===== config.mk =====
export PLATFORM = sky130hd
export DESIGN_NAME = handshake_constant_table
export DESIGN_NICKNAME = d
export VERILOG_FILES = /design/src/rtl/handshake_pkg.sv /design/src/rtl/handshake_out_slot.sv /design/src/rtl/handshake_constant_table.sv
export SDC_FILE = /design/constraint.sdc
export NUM_CORES = 1
export LEC_CHECK = 0
export BUFFER_PORTS_ARGS = -buffer_cell sky130_fd_sc_hd__buf_2
export CORE_MARGIN = 10
export CORE_UTILIZATION = 45
export CTS_BUF_LIST = sky130_fd_sc_hd__clkbuf_8
export DETAILED_ROUTE_END_ITERATION = 8
export HOLD_SLACK_MARGIN = 0.08
export PLACE_DENSITY = 0.69
export SKIP_LAST_GASP = 1
export SYNTH_ARGS = -nofsm -noshare
export SYNTH_HDL_FRONTEND = slang
export SYNTH_HIERARCHICAL = 1
export SYNTH_SLANG_ARGS = --single-unit

===== constraint.sdc =====
create_clock -name clk -period 3.25 [get_ports clk]
set_clock_uncertainty 0.2 [all_clocks]
set_input_delay 0.1625 -clock clk [delete_from_list [all_inputs] [get_ports clk]]
set_output_delay 0.1625 -clock clk [all_outputs]
set_load 0.02 [all_outputs]

===== src/rtl/handshake_pkg.sv =====
// Shared definitions for the handshake constant-table block: mode encodings and
// the index-width helper used to size table indices.
package handshake_pkg;

    localparam int CONST_MODE_SEQ = 0;
    localparam int CONST_MODE_SEL = 1;

    // An index needs at least one bit even for a single-entry table.
    function automatic int clog2_min1(input int n);
        return (n <= 2) ? 1 : $clog2(n);
    endfunction

endpackage


===== src/rtl/handshake_out_slot.sv =====
// One-entry output-elastic register: full-throughput slot that registers the
// valid/data path while passing ready straight through.
module handshake_out_slot
    import handshake_pkg::*;
#(
    parameter int WIDTH = 8
) (
    input  logic             clk,
    input  logic             rst,
    input  logic [WIDTH-1:0] ins,
    input  logic             ins_valid,
    output logic             ins_ready,
    output logic [WIDTH-1:0] outs,
    output logic             outs_valid,
    input  logic             outs_ready
);

    logic             valid_q;
    logic             valid_d;
    logic [WIDTH-1:0] data_q;
    logic [WIDTH-1:0] data_d;
    logic             load;

    always_comb begin
        ins_ready = !rst && (!valid_q || outs_ready);
        load      = ins_valid && ins_ready;
        valid_d   = valid_q;
        data_d    = data_q;
        // A load wins over a drain so that simultaneous drain+fill keeps the slot full.
        if (load) begin
            valid_d = 1'b1;
            data_d  = ins;
        end else if (valid_q && outs_ready) begin
            valid_d = 1'b0;
        end
    end

    always_ff @(posedge clk) begin
        if (rst) begin
            valid_q <= 1'b0;
            data_q  <= '0;
        end else begin
            valid_q <= valid_d;
            data_q  <= data_d;
        end
    end

    assign outs       = data_q;
    assign outs_valid = valid_q;

endmodule


===== src/rtl/handshake_constant_table.sv =====
// Elastic multi-constant source: emits one table entry per accepted control token,
// chosen either by an internal wrapping sequence index or by a side-band select.
module handshake_constant_table
    import handshake_pkg::*;
#(
    parameter int                              DATA_WIDTH  = 26,
    parameter int                              NUM_CONSTS  = 4,
    parameter logic [NUM_CONSTS*DATA_WIDTH-1:0] CONST_TABLE = {26'h2000000, 26'h3FFFFFF,
                                                               26'h0000001, 26'h13FDA9F},
    parameter int                              MODE        = CONST_MODE_SEQ,
    localparam int                             IDX_WIDTH   = clog2_min1(NUM_CONSTS)
) (
    input  logic                  clk,
    input  logic                  rst,
    input  logic                  ctrl_valid,
    output logic                  ctrl_ready,
    input  logic [IDX_WIDTH-1:0]  ctrl_sel,
    output logic [DATA_WIDTH-1:0] outs,
    output logic [IDX_WIDTH-1:0]  outs_idx,
    output logic                  outs_valid,
    input  logic                  outs_ready
);

    localparam logic [IDX_WIDTH-1:0] LAST_IDX = IDX_WIDTH'(NUM_CONSTS - 1);

    logic [IDX_WIDTH-1:0]            seq_q;
    logic [IDX_WIDTH-1:0]            seq_d;
    logic [IDX_WIDTH-1:0]            sel_idx;
    logic [IDX_WIDTH-1:0]            idx;
    logic [DATA_WIDTH-1:0]           table_val;
    logic                            acc;
    logic [DATA_WIDTH+IDX_WIDTH-1:0] slot_outs;

    always_comb begin
        // Out-of-range selects fall back to entry 0 and report index 0.
        sel_idx   = (int'(ctrl_sel) < NUM_CONSTS) ? ctrl_sel : '0;
        idx       = (MODE == CONST_MODE_SEL) ? sel_idx : seq_q;
        table_val = CONST_TABLE[int'(idx)*DATA_WIDTH +: DATA_WIDTH];
        acc       = ctrl_valid && ctrl_ready;
        seq_d     = seq_q;
        if ((MODE == CONST_MODE_SEQ) && acc) begin
            seq_d = (seq_q == LAST_IDX) ? '0 : seq_q + 1'b1;
        end
    end

    always_ff @(posedge clk) begin
        if (rst) begin
            seq_q <= '0;
        end else begin
            seq_q <= seq_d;
        end
    end

    handshake_out_slot #(
        .WIDTH(DATA_WIDTH + IDX_WIDTH)
    ) u_slot (
        .clk       (clk),
        .rst       (rst),
        .ins       ({idx, table_val}),
        .ins_valid (ctrl_valid),
        .ins_ready (ctrl_ready),
        .outs      (slot_outs),
        .outs_valid(outs_valid),
        .outs_ready(outs_ready)
    );

    assign outs     = slot_outs[DATA_WIDTH-1:0];
    assign outs_idx = slot_outs[DATA_WIDTH +: IDX_WIDTH];

endmodule


Yosys cells after proc, flatten, opt, wreduce, memory -nomap -nowiden
Index checks and enable logic that the tools add are counted.

Register bits: 31. Output and inout port bits: 30. Input bits: 6. Latch bits: 0. RAM bits: 0. Memory bits (read-only): 0. Memories: 0. Word-level logic and storage cells: 17.

Add/subtract/negate cells: 1. Multipliers: 1. Bitwise gates (word level): 0. Mux-type cells: 3. Reductions and logical operators: 7. $lt $le $gt $ge: 0. Divide/modulo/power cells: 0. Shift-type cells: 1. Equal/unequal tests: 1.

Operators with widths (count): 104-bit by 8-bit indexed part select with 26-bit output, first input constant (1); 2-bit by 4-bit multiplier with 6-bit output, second input constant (1); 1-bit logical AND (3); 2-bit by 1-bit adder with 2-bit output, second input constant (1); 2-bit equality test, second input constant (1); 1-bit logical NOT (2); 1-bit 2-to-1 mux (2); 2-bit 2-to-1 mux (1); 2-bit nonzero test (1); 1-bit logical OR (1).

Logic depth before layout (Yosys ltp)
Gate-level depths: netlist (run 1).

Word-level depth: 5. Mapped depth: 5. Depth with buffers taken out: 5.

Cells and area by module
Netlist (run 1), hierarchy kept.

By module, submodules not included: handshake_out_slot (area each 1333.8 um2, cells an instance 127, sequential area each 580.6 um2, times used 1); handshake_constant_table (area each 145.1 um2, cells an instance 15, sequential area each 40.0 um2, times used 1).

Worst setup path before layout (run 1)
OpenSTA, ideal clock, no wires.

Path kind: register to register. From: reg seq_q[0] (netlist: idx[0]). To: reg u_slot.data_q[20] (netlist: u_slot/outs[20]). Required time: 2931 ps. Arrival time: 1255 ps. Setup slack: 1677 ps. Clock period less this slack: 1573 ps. Path buffers: 0. Setup time: 119 ps. Cell stages (with the launch flop): 6. Cell sequence: dfxtp_1 -> inv_1 -> ha_1 -> or2_2 -> nand2b_1 -> mux2i_1.

Cells in the longest elaborated chain, start to end: 2.

RTL lines: start, declared (line handshake_constant_table.sv:26) `logic [IDX_WIDTH-1:0] seq_q;`; start signal, assigned (line handshake_constant_table.sv:50) `seq_q <= seq_d;`; 2-bit by 4-bit multiplier with 6-bit output (line handshake_constant_table.sv:38) `table_val = CONST_TABLE[int'(idx)*DATA_WIDTH +: DATA_WIDTH];`; 104-bit by 8-bit indexed part select with 26-bit output (line handshake_constant_table.sv:38); end signal, assigned (line handshake_out_slot.sv:44) `data_q <= data_d;`; end, declared (line handshake_out_slot.sv:20) `logic [WIDTH-1:0] data_q;`.

Every way passes these cells. A chain may end at the register's enable or synchronous reset.

Worst setup path in the final report (run 1)
From: in ctrl_valid. To: reg u_slot.data_q[3] (netlist: u_slot/outs[3]).

Cells in the longest elaborated chain, start to end: 1.

RTL lines: start, declared (line handshake_constant_table.sv:15) `input logic ctrl_valid,`; 1-bit logical AND (line handshake_out_slot.sv:26) `load = ins_valid && ins_ready;`.

Every way passes these cells.

==> flow_summary.json, run 1 <==
{
  "min_period_ns": 1.96,
  "core.rowCount": 20,
  "core_sq_mm": 0.00310,
  "ys_ff_latch": 31,
  "max_slew.worst_pin.slew_ns": 1.01,
  "antenna_left": 0,
  "post_cts_buffers": 0,
  "r2r_end": "u_slot/outs[24]$_SDFFE_PP0P_",
  "die_area_sq_mm": 0.00598,
  "dp_worst_setup_slack_ns": 1.43,
  "crit_fanout": 28,
  "cts-htree-levels": 2,
  "cap_violations": 0,
  "yosys.area.top_type": "dfxtp_1",
  "worst_slack_ns": 1.29,
  "grt-ovfl-total": 0,
  "num_vias": 979,
  "initial_core_util": 0.477,
  "cts_tree": "yes",
  "cts_buffers": 5,
  "rrSetupSlack_ns": 1.43,
  "hold_viol_final": 0,
  "numClockSinks": 31,
  "slowest_stage": "nor2b_4",
  "worst_hold_path_type": "in2reg",
  "drive_gt1_frac": 0.241,
  "num_antenna_cells": 0,
  "syn-num-nets": 151,
  "crit_start": "ctrl_valid",
  "path_class": "in2reg",
  "syn_area_per_cell_sq_um": 10.4,
  "synth_cell_types": 16,
  "fin_crit_sh": 0.602,
  "drtPass1Iterations": 4,
  "reg2reg_depth": 5,
  "drc": 0,
  "die_h_microns": 77.3,
  "cp-start-kind": "primary input",
  "min_from": "rst",
  "cts.clk_slew.worst_paths_ns": 0.06,
  "pin_count": 36,
  "synthToLayoutAreaGrowth_pct": 15.5,
  "grt_usage": 0.0924,
  "clock-root-buffer": "clkbuf_8",
  "min_to": "u_slot/outs_valid$_SDFFE_PP0P_",
  "worstPathCellList": "dlygate4sd3_1 > buf_2 > nor2b_4 > mux2i_1",
  "viasPerCell": 4.49,
  "power_density_mw_per_mm2": 489,
  "yosys_warnings": 6,
  "synth_area_leaders": "dfxtp_1, nand2b_1, mux2i_1",
  "nets": 184,
  "path_delay_family": "simple AND/OR/NAND/NOR gates",
  "setup_viol": 0,
  "fillers": 311,
  "grt_max_degree": 61,
  "regToRegStartpoint": "idx[0]$_SDFFE_PP0P_",
  "fin_tns_setup_ns": 0,
  "crit_buf_inv": 2,
  "end_kind": "flop",
  "synth_seq_area_share": 0.420,
  "avgRoutedWirePerCell_microns": 12.5,
  "dp_hpwl_microns": 1850,
  "multi_input_area_sq_um": 763,
  "gp_congestion": 0.629,
  "drt_iter0_drc": 54,
  "ir_drop_mv": 0.287,
  "slew_viol_final": 0,
  "cts.path.max_buffers": 2,
  "outcome": "finished clean",
  "regArea_sq_um": 621,
  "fmax_ghz": 0.511,
  "grt_pass1_wl_microns": 4520,
  "rsz0062_at_grt": "false",
  "numPortBuffers": 33,
  "critPathMaxStageDelay_ns": 0.83,
  "crit_arrival_ns": 1.96,
  "fin_util": 0.550,
  "cp.required_ns": 3.25,
  "p_leak_nw": 0.791,
  "netlist_instances": 142,
  "grt_pass1_vias": 984,
  "wl_microns": 2720,
  "holdPathStages": 2,
  "syn_area_sq_mm": 0.00148,
  "synth_top_area_frac": 0.420,
  "die_x_microns": 77.3,
  "timing.slew.headroom": 0.326,
  "grt_antenna_before_repair": 0,
  "clk_latency_ns": 0.27
}
[flip-flops by register name, indices dropped and copies added (netlist names)]
register           flops
u_slot/outs_valid      1
idx                    2
u_slot/outs           28
[layer usage]
| layer | global-route usage | wire length (microns) |
|---|---|---|
| met1 | 0.0988 | 1220 |
| met2 | 0.147 | 1260 |
| met5 | 0 | 0 |
| met4 | 0.0438 | 40 |
| met3 | 0.0490 | 203 |
[cells in the mapped netlist]
master     number
nor2b_4         2
buf_2           1
a21oi_1         1
nand3_1         1
or2_2           1
buf_12          3
clkbuf_1        5
a21oi_2         1
a21bo_1         2
nand4bb_1       1
nand2b_1       56
inv_1           3
ha_1            3
nor2_1          3
mux2i_1        28
dfxtp_1        31
[placed cells by master (no fill, tap or decap), drive strengths merged]
cell,synthesis,final
a21bo,2,2
a21oi,2,2
buf,4,33
clkbuf,5,5
dfxtp,31,31
dlygate4sd3,0,2
ha,3,3
inv,3,4
mux2i,28,28
nand2b,56,56
nand3,1,1
nand4bb,1,1
nor2,3,3
nor2b,2,2
or2,1,1
[per-stage QoR]
| step | power (mW) | hold WS, ns | cells | cell area, sq um |
|---|---|---|---|---|
| 6_report | 0.834 | 0.221 | 218 | 1710 |
| 5_1_grt | 0.879 | 0.289 | 218 | 1710 |
| 4_1_cts | 0.850 | 0.216 | 218 | 1710 |
| 3_5_place_dp | 0.582 | 0.258 | 210 | 1620 |
| 3_3_place_gp | 0.576 | 0.253 | 210 | 1620 |
| 2_1_floorplan | 0.547 | 0.0249 | 142 | 1480 |
[layout make-up]
class / count / area share
Inverter: 3 / 0.00659
Sequential cell: 31 / 0.363
Timing Repair Buffer: 35 / 0.108
Tap cell: 44 / 0.0322
Clock inverter: 1 / 0.00220
Clock buffer: 5 / 0.0403
Multi-Input combinational cell: 99 / 0.447
[power by group]
group / switching [mW] / internal, mW
sequential: 0.0133 / 0.408
combinational: 0.0885 / 0.0626
clock: 0.123 / 0.139
total: 0.225 / 0.610
[worst max-delay path by stage]
stage | to | slack [ns] | cells past startpoint
after floorplan | u_slot/outs[20]$_SDFFE_PP0P_ | 1.68 | 5
after global placement | u_slot/outs[21]$_SDFFE_PP0P_ | 1.49 | 5
after detailed placement | u_slot/outs[11]$_SDFFE_PP0P_ | 1.43 | 5
after CTS | u_slot/outs[23]$_SDFFE_PP0P_ | 1.29 | 4
after global routing | u_slot/outs[24]$_SDFFE_PP0P_ | 1.16 | 4
final | u_slot/outs[3]$_SDFFE_PP0P_ | 1.29 | 4
[cell families after synthesis]
group	synth area share
compound gates	0.0228
fa+ha+maj	0.0254
buf+inv	0.0643
flops	0.420
mux	0.190
simple gates	0.278
[what timing repair did]
item | 4_1_cts | 5_1_grt
gates resized for setup | 0 | 0
hold buffers | 2 | 0
hold endpoints to repair | 3 | 0
Power figures use the tool's default switching activity.
==> run 2: changes to the inputs <==
- PLACE_DENSITY: 0.69 -> 0.72
- clock period: 3.25 -> 1.7 ns (I/O delays scaled with it)
==> run 2 against run 1 <==
Net effect:
- cell count is 4.1% higher
- clock power is 140% higher
- worst setup slack worse by 1.1 ns
- critical path type is now reg2reg
- die area unchanged
- utilization up 2.7 points
- critical path depth grew 1
- largest power group unchanged
- design area is 5.0% higher
- sequential power grew 91%
- register-to-register slack lost 1.2 ns
- first-iteration DRC count fell by 3.7%
- combinational power is 100% higher
- routed wire length increased by 2.5%
==> flow_summary.json, run 2 (same netlist as run 1, synthesis figures left out) <==
{
  "outcome": "finished clean",
  "path_class": "reg2reg",
  "p_sw_frac": 0.265,
  "cap_violations": 0,
  "clk_latency_ns": 0.28,
  "end_kind": "flop",
  "rsz0062_at_grt": "false",
  "ir_drop_mv": 0.539,
  "fin_tns_setup_ns": 0,
  "grt_pass1_wl_microns": 4920,
  "die_h_microns": 77.3,
  "nets": 191,
  "multi_input_area_sq_um": 766,
  "cp-start-kind": "flop",
  "crit_fanout": 17,
  "fmax_ghz": 0.674,
  "core_sq_mm": 0.00310,
  "viasPerCell": 4.56,
  "fillers": 293,
  "drive_gt1_frac": 0.273,
  "numClockSinks": 31,
  "dp_hpwl_microns": 2040,
  "regArea_sq_um": 621,
  "die_x_microns": 77.3,
  "cts.path.max_buffers": 2,
  "grt_usage": 0.101,
  "cts-htree-levels": 2,
  "p_int_mw": 1.27,
  "avgRoutedWirePerCell_microns": 12.3,
  "post_cts_buffers": 0,
  "drc": 0,
  "min_period_ns": 1.48,
  "slew_viol_final": 0,
  "fin_crit_sh": 0.873,
  "num_vias": 1034,
  "cts_tree": "yes",
  "place_inst": 216,
  "max_slew.worst_pin.slew_ns": 0.407,
  "timing.slew.headroom": 0.729,
  "clock-root-buffer": "clkbuf_8",
  "seq_power_share": 0.464,
  "core.rowCount": 20,
  "finalPower_mw": 1.73,
  "hold_viol_final": 0,
  "num_antenna_cells": 0,
  "cp.required_ns": 1.66,
  "gp_congestion": 0.650,
  "power.net_switching_uw": 459,
  "crit_arrival_ns": 1.44,
  "wl_microns": 2790,
  "die_area_sq_mm": 0.00598,
  "fin_cells": 227,
  "final_cell_mix": "nand2b_1, buf_2, dfxtp_1",
  "layout_commonest_cell": "nand2b_1",
  "grt_pass1_vias": 1102,
  "drt_iter0_drc": 52,
  "drtPass1Iterations": 4,
  "p_leak_nw": 0.841,
  "synthToLayoutAreaGrowth_pct": 21.2,
  "largest_reg_flops": 28,
  "cts_buffers": 5,
  "pin_count": 36,
  "worst_hold_path_type": "in2reg",
  "grt-ovfl-total": 0,
  "antenna_left": 0,
  "grt_max_degree": 36,
  "power_frac_clock": 0.360,
  "cts.clk_slew.worst_paths_ns": 0.06,
  "grt_antenna_before_repair": 0,
  "power_density_mw_per_mm2": 966,
  "numPortBuffers": 33,
  "comb_power_share": 0.176,
  "initial_core_util": 0.477,
  "setup_viol": 0
}
-- run 2: cell types whose count changed in the layout (fill, tap and decap cells not counted), sizes merged --
cell	delta
dlygate4sd3	+1
buf	+6
clkbuf	+2
-- run 2: worst paths after layout --
path | startpoint | endpoint | slack [ns] | cells after the start
max reg2reg | idx[1]$_SDFFE_PP0P_ | u_slot/outs[2]$_SDFFE_PP0P_ | 0.22 | 5
min reg2reg | u_slot/outs[15]$_SDFFE_PP0P_ | u_slot/outs[15]$_SDFFE_PP0P_ | 0.27 | 2
min | outs_ready | idx[1]$_SDFFE_PP0P_ | 0.17 | 5
max | idx[1]$_SDFFE_PP0P_ | u_slot/outs[2]$_SDFFE_PP0P_ | 0.22 | 5
-- run 2: power by group through the flow --
stage	logic (mW)	registers (mW)	clock network [mW]
finish	0.305	0.804	0.623
global route	0.334	0.811	0.687
CTS	0.308	0.805	0.645
detailed placement	0.302	0.821	0
global placement	0.293	0.818	0
floorplan	0.163	0.883	0
-- run 2: repair_timing --
action	in CTS	in global routing
hold buffers	3	0
resized for setup	0	1
endpoints found under the hold margin	3	0
endpoints found under the setup margin	0	12
-- run 2: per-stage QoR --
| step | hold WS, ns | setup slack, ns | utilization | instance area (sq um) |
|---|---|---|---|---|
| after global placement | 0.177 | 0.122 | 0.535 | 1660 |
| after global routing | 0.206 | 0.0998 | 0.578 | 1790 |
| after CTS | 0.157 | 0.0712 | 0.577 | 1790 |
| after detailed placement | 0.194 | 0.0844 | 0.535 | 1660 |
| final | 0.166 | 0.216 | 0.578 | 1790 |
| after floorplan | -0.0526 | 0.127 | - | 1480 |
-- run 2: layout make-up --
class                   count  share of cell area
clock buffers               7              0.0537
clock inverters             1             0.00209
inverters                   3             0.00628
multi-input cells          99               0.427
flip-flops and latches     31               0.346
well taps                  44              0.0307
repair buffers             42               0.134
-- run 2: critical path, cell delays in order, from the launching register on --
cell	delay, ns
dfxtp_1	0.43
inv_1	0.07
ha_1	0.17
or2_4	0.31
nand2b_1	0.10
mux2i_1	0.07
-- run 2: metal layers --
metal | GRT usage | vias to the layer above | wire [microns]
met5 | 0 | - | 0
met4 | 0.0493 | 0 | 51
met3 | 0.0490 | 5 | 164
met2 | 0.172 | 21 | 1370
met1 | 0.102 | 472 | 1200
li1 | - | 536 | -
==> run 3: changes to the inputs <==
- PLACE_DENSITY: 0.72 -> 0.69
- clock period: 1.7 -> 1.76 ns (I/O delays scaled with it)
==> run 3 against run 2 <==
Net effect:
- die area unchanged
- utilization shrank 0.32 points
- via count up 0.19%
- global-route usage shrank 0.46 points
==> flow_summary.json, run 3 (same netlist as run 1, synthesis figures left out) <==
{
  "viasPerCell": 4.63,
  "die_area_sq_mm": 0.00598,
  "rsz0062_at_grt": "false",
  "cts_buffers": 5,
  "core.rowCount": 20,
  "drtPass1Iterations": 4,
  "power_density_mw_per_mm2": 935,
  "seq_power_share": 0.466,
  "comb_power_share": 0.174,
  "grt_max_degree": 48,
  "num_vias": 1036,
  "cts.clk_slew.worst_paths_ns": 0.06,
  "initial_core_util": 0.477,
  "crit_top_cell": "buf_2",
  "outcome": "finished clean",
  "num_antenna_cells": 0,
  "grt_antenna_before_repair": 0,
  "synthToLayoutAreaGrowth_pct": 20.6,
  "p_int_mw": 1.23,
  "fmax_ghz": 0.620,
  "whs_ns": 0.176,
  "grt-ovfl-total": 0,
  "die_h_microns": 77.3,
  "pin_count": 36,
  "core_sq_mm": 0.00310,
  "worst_slack_ns": 0.146,
  "grt_pass1_vias": 1053,
  "max_slew.worst_pin.slew_ns": 0.328,
  "end_kind": "output pin",
  "ir_drop_mv": 0.521,
  "numPortBuffers": 33,
  "grt_usage": 0.0967,
  "timing.slew.headroom": 0.781,
  "die_x_microns": 77.3,
  "power_frac_clock": 0.360,
  "critPathMaxStageDelay_ns": 0.53,
  "slowest_stage": "dlygate4sd3_1",
  "cp.required_ns": 1.47,
  "fin_crit_sh": 0.917,
  "clk_latency_ns": 0.27,
  "crit_arrival_ns": 1.33,
  "crit_fanout": 14,
  "worst_hold_path_type": "in2reg",
  "drt_iter0_drc": 51,
  "clock-root-buffer": "clkbuf_8",
  "fin_tns_setup_ns": 0,
  "dp_worst_setup_slack_ns": 0.0931,
  "hold_viol_final": 0,
  "finish.instance_area_sq_mm": 0.00178,
  "layout_commonest_cell": "nand2b_1",
  "p_sw_frac": 0.263,
  "p_leak_nw": 0.831,
  "drive_gt1_frac": 0.261,
  "worstPathCellList": "dlygate4sd3_1 > buf_2 > nor2_1 > buf_2",
  "path_class": "in2out",
  "final_cell_mix": "nand2b_1, buf_2, dfxtp_1",
  "cts_tree": "yes",
  "placed_area_sq_mm": 0.00165,
  "fillers": 280,
  "setup_viol": 0,
  "avgRoutedWirePerCell_microns": 12.3,
  "gp_congestion": 0.637,
  "min_period_ns": 1.61,
  "numClockSinks": 31,
  "cp-start-kind": "primary input",
  "drc": 0,
  "cts.path.max_buffers": 2,
  "slew_viol_final": 0,
  "post_cts_buffers": 0,
  "grt_pass1_wl_microns": 4780,
  "cts-htree-levels": 2,
  "dp_hpwl_microns": 1910,
  "nets": 188,
  "wl_microns": 2750,
  "largest_reg_flops": 28,
  "fin_util": 0.575,
  "cap_violations": 0,
  "antenna_left": 0,
  "power.net_switching_uw": 439
}
run 3: changes by cell type in the layout (fill, tap and decap cells not counted):
cell	previous run	this run
buf_12	0	1
buf_4	6	2
run 3: worst paths after layout:
check | cells after the start | end | slack [ns] | startpoint
setup / recovery | 4 | ctrl_ready | 0.15 | rst
hold / removal | 5 | idx[1]$_SDFFE_PP0P_ | 0.18 | outs_ready
setup reg to reg | 5 | u_slot/outs[21]$_SDFFE_PP0P_ | 0.25 | idx[0]$_SDFFE_PP0P_
hold reg to reg | 2 | u_slot/outs[13]$_SDFFE_PP0P_ | 0.27 | u_slot/outs[13]$_SDFFE_PP0P_
run 3: critical path: cells and delay by family:
family	cells	cell delay (ns)
buf+inv	3	0.95
simple gates	1	0.30
run 3: per-stage QoR:
stage / cells / power [mW]
after floorplan: 142 / 1.01
after global placement: 213 / 1.07
after detailed placement: 213 / 1.08
after CTS: 224 / 1.69
after global routing: 224 / 1.76
final: 224 / 1.67
run 3: cell type report:
cell class              count  area (sq um)  share of cell area
clock buffers               7          96.3              0.0540
clock inverters             1          3.75             0.00211
inverters                   3          11.3             0.00632
multi-input cells          99           766               0.429
flip-flops and latches     31           621               0.348
well taps                  44          55.1              0.0309
repair buffers             39           230               0.129
run 3: layer usage:
metal	GRT usage	routed length, microns	vias to the layer above
met3	0.0455	175	5
met5	0	0	-
met4	0.0438	28	0
met2	0.161	1320	26
li1	-	-	531
met1	0.102	1230	474
run 3: repair_timing:
action,CTS,global route
resized for setup,0,1
hold endpoints to repair,9,0
hold buffers,3,0
setup endpoints to repair,0,16
run 3: power by group through the flow:
stage                     Sequential (mW)  Clock [mW]  Combinational, mW
after floorplan                     0.853           0              0.158
after global placement              0.791           0              0.281
after detailed placement            0.794           0              0.289
after CTS                           0.778       0.617              0.295
after global routing                0.785       0.651              0.320
final                               0.777       0.599              0.290
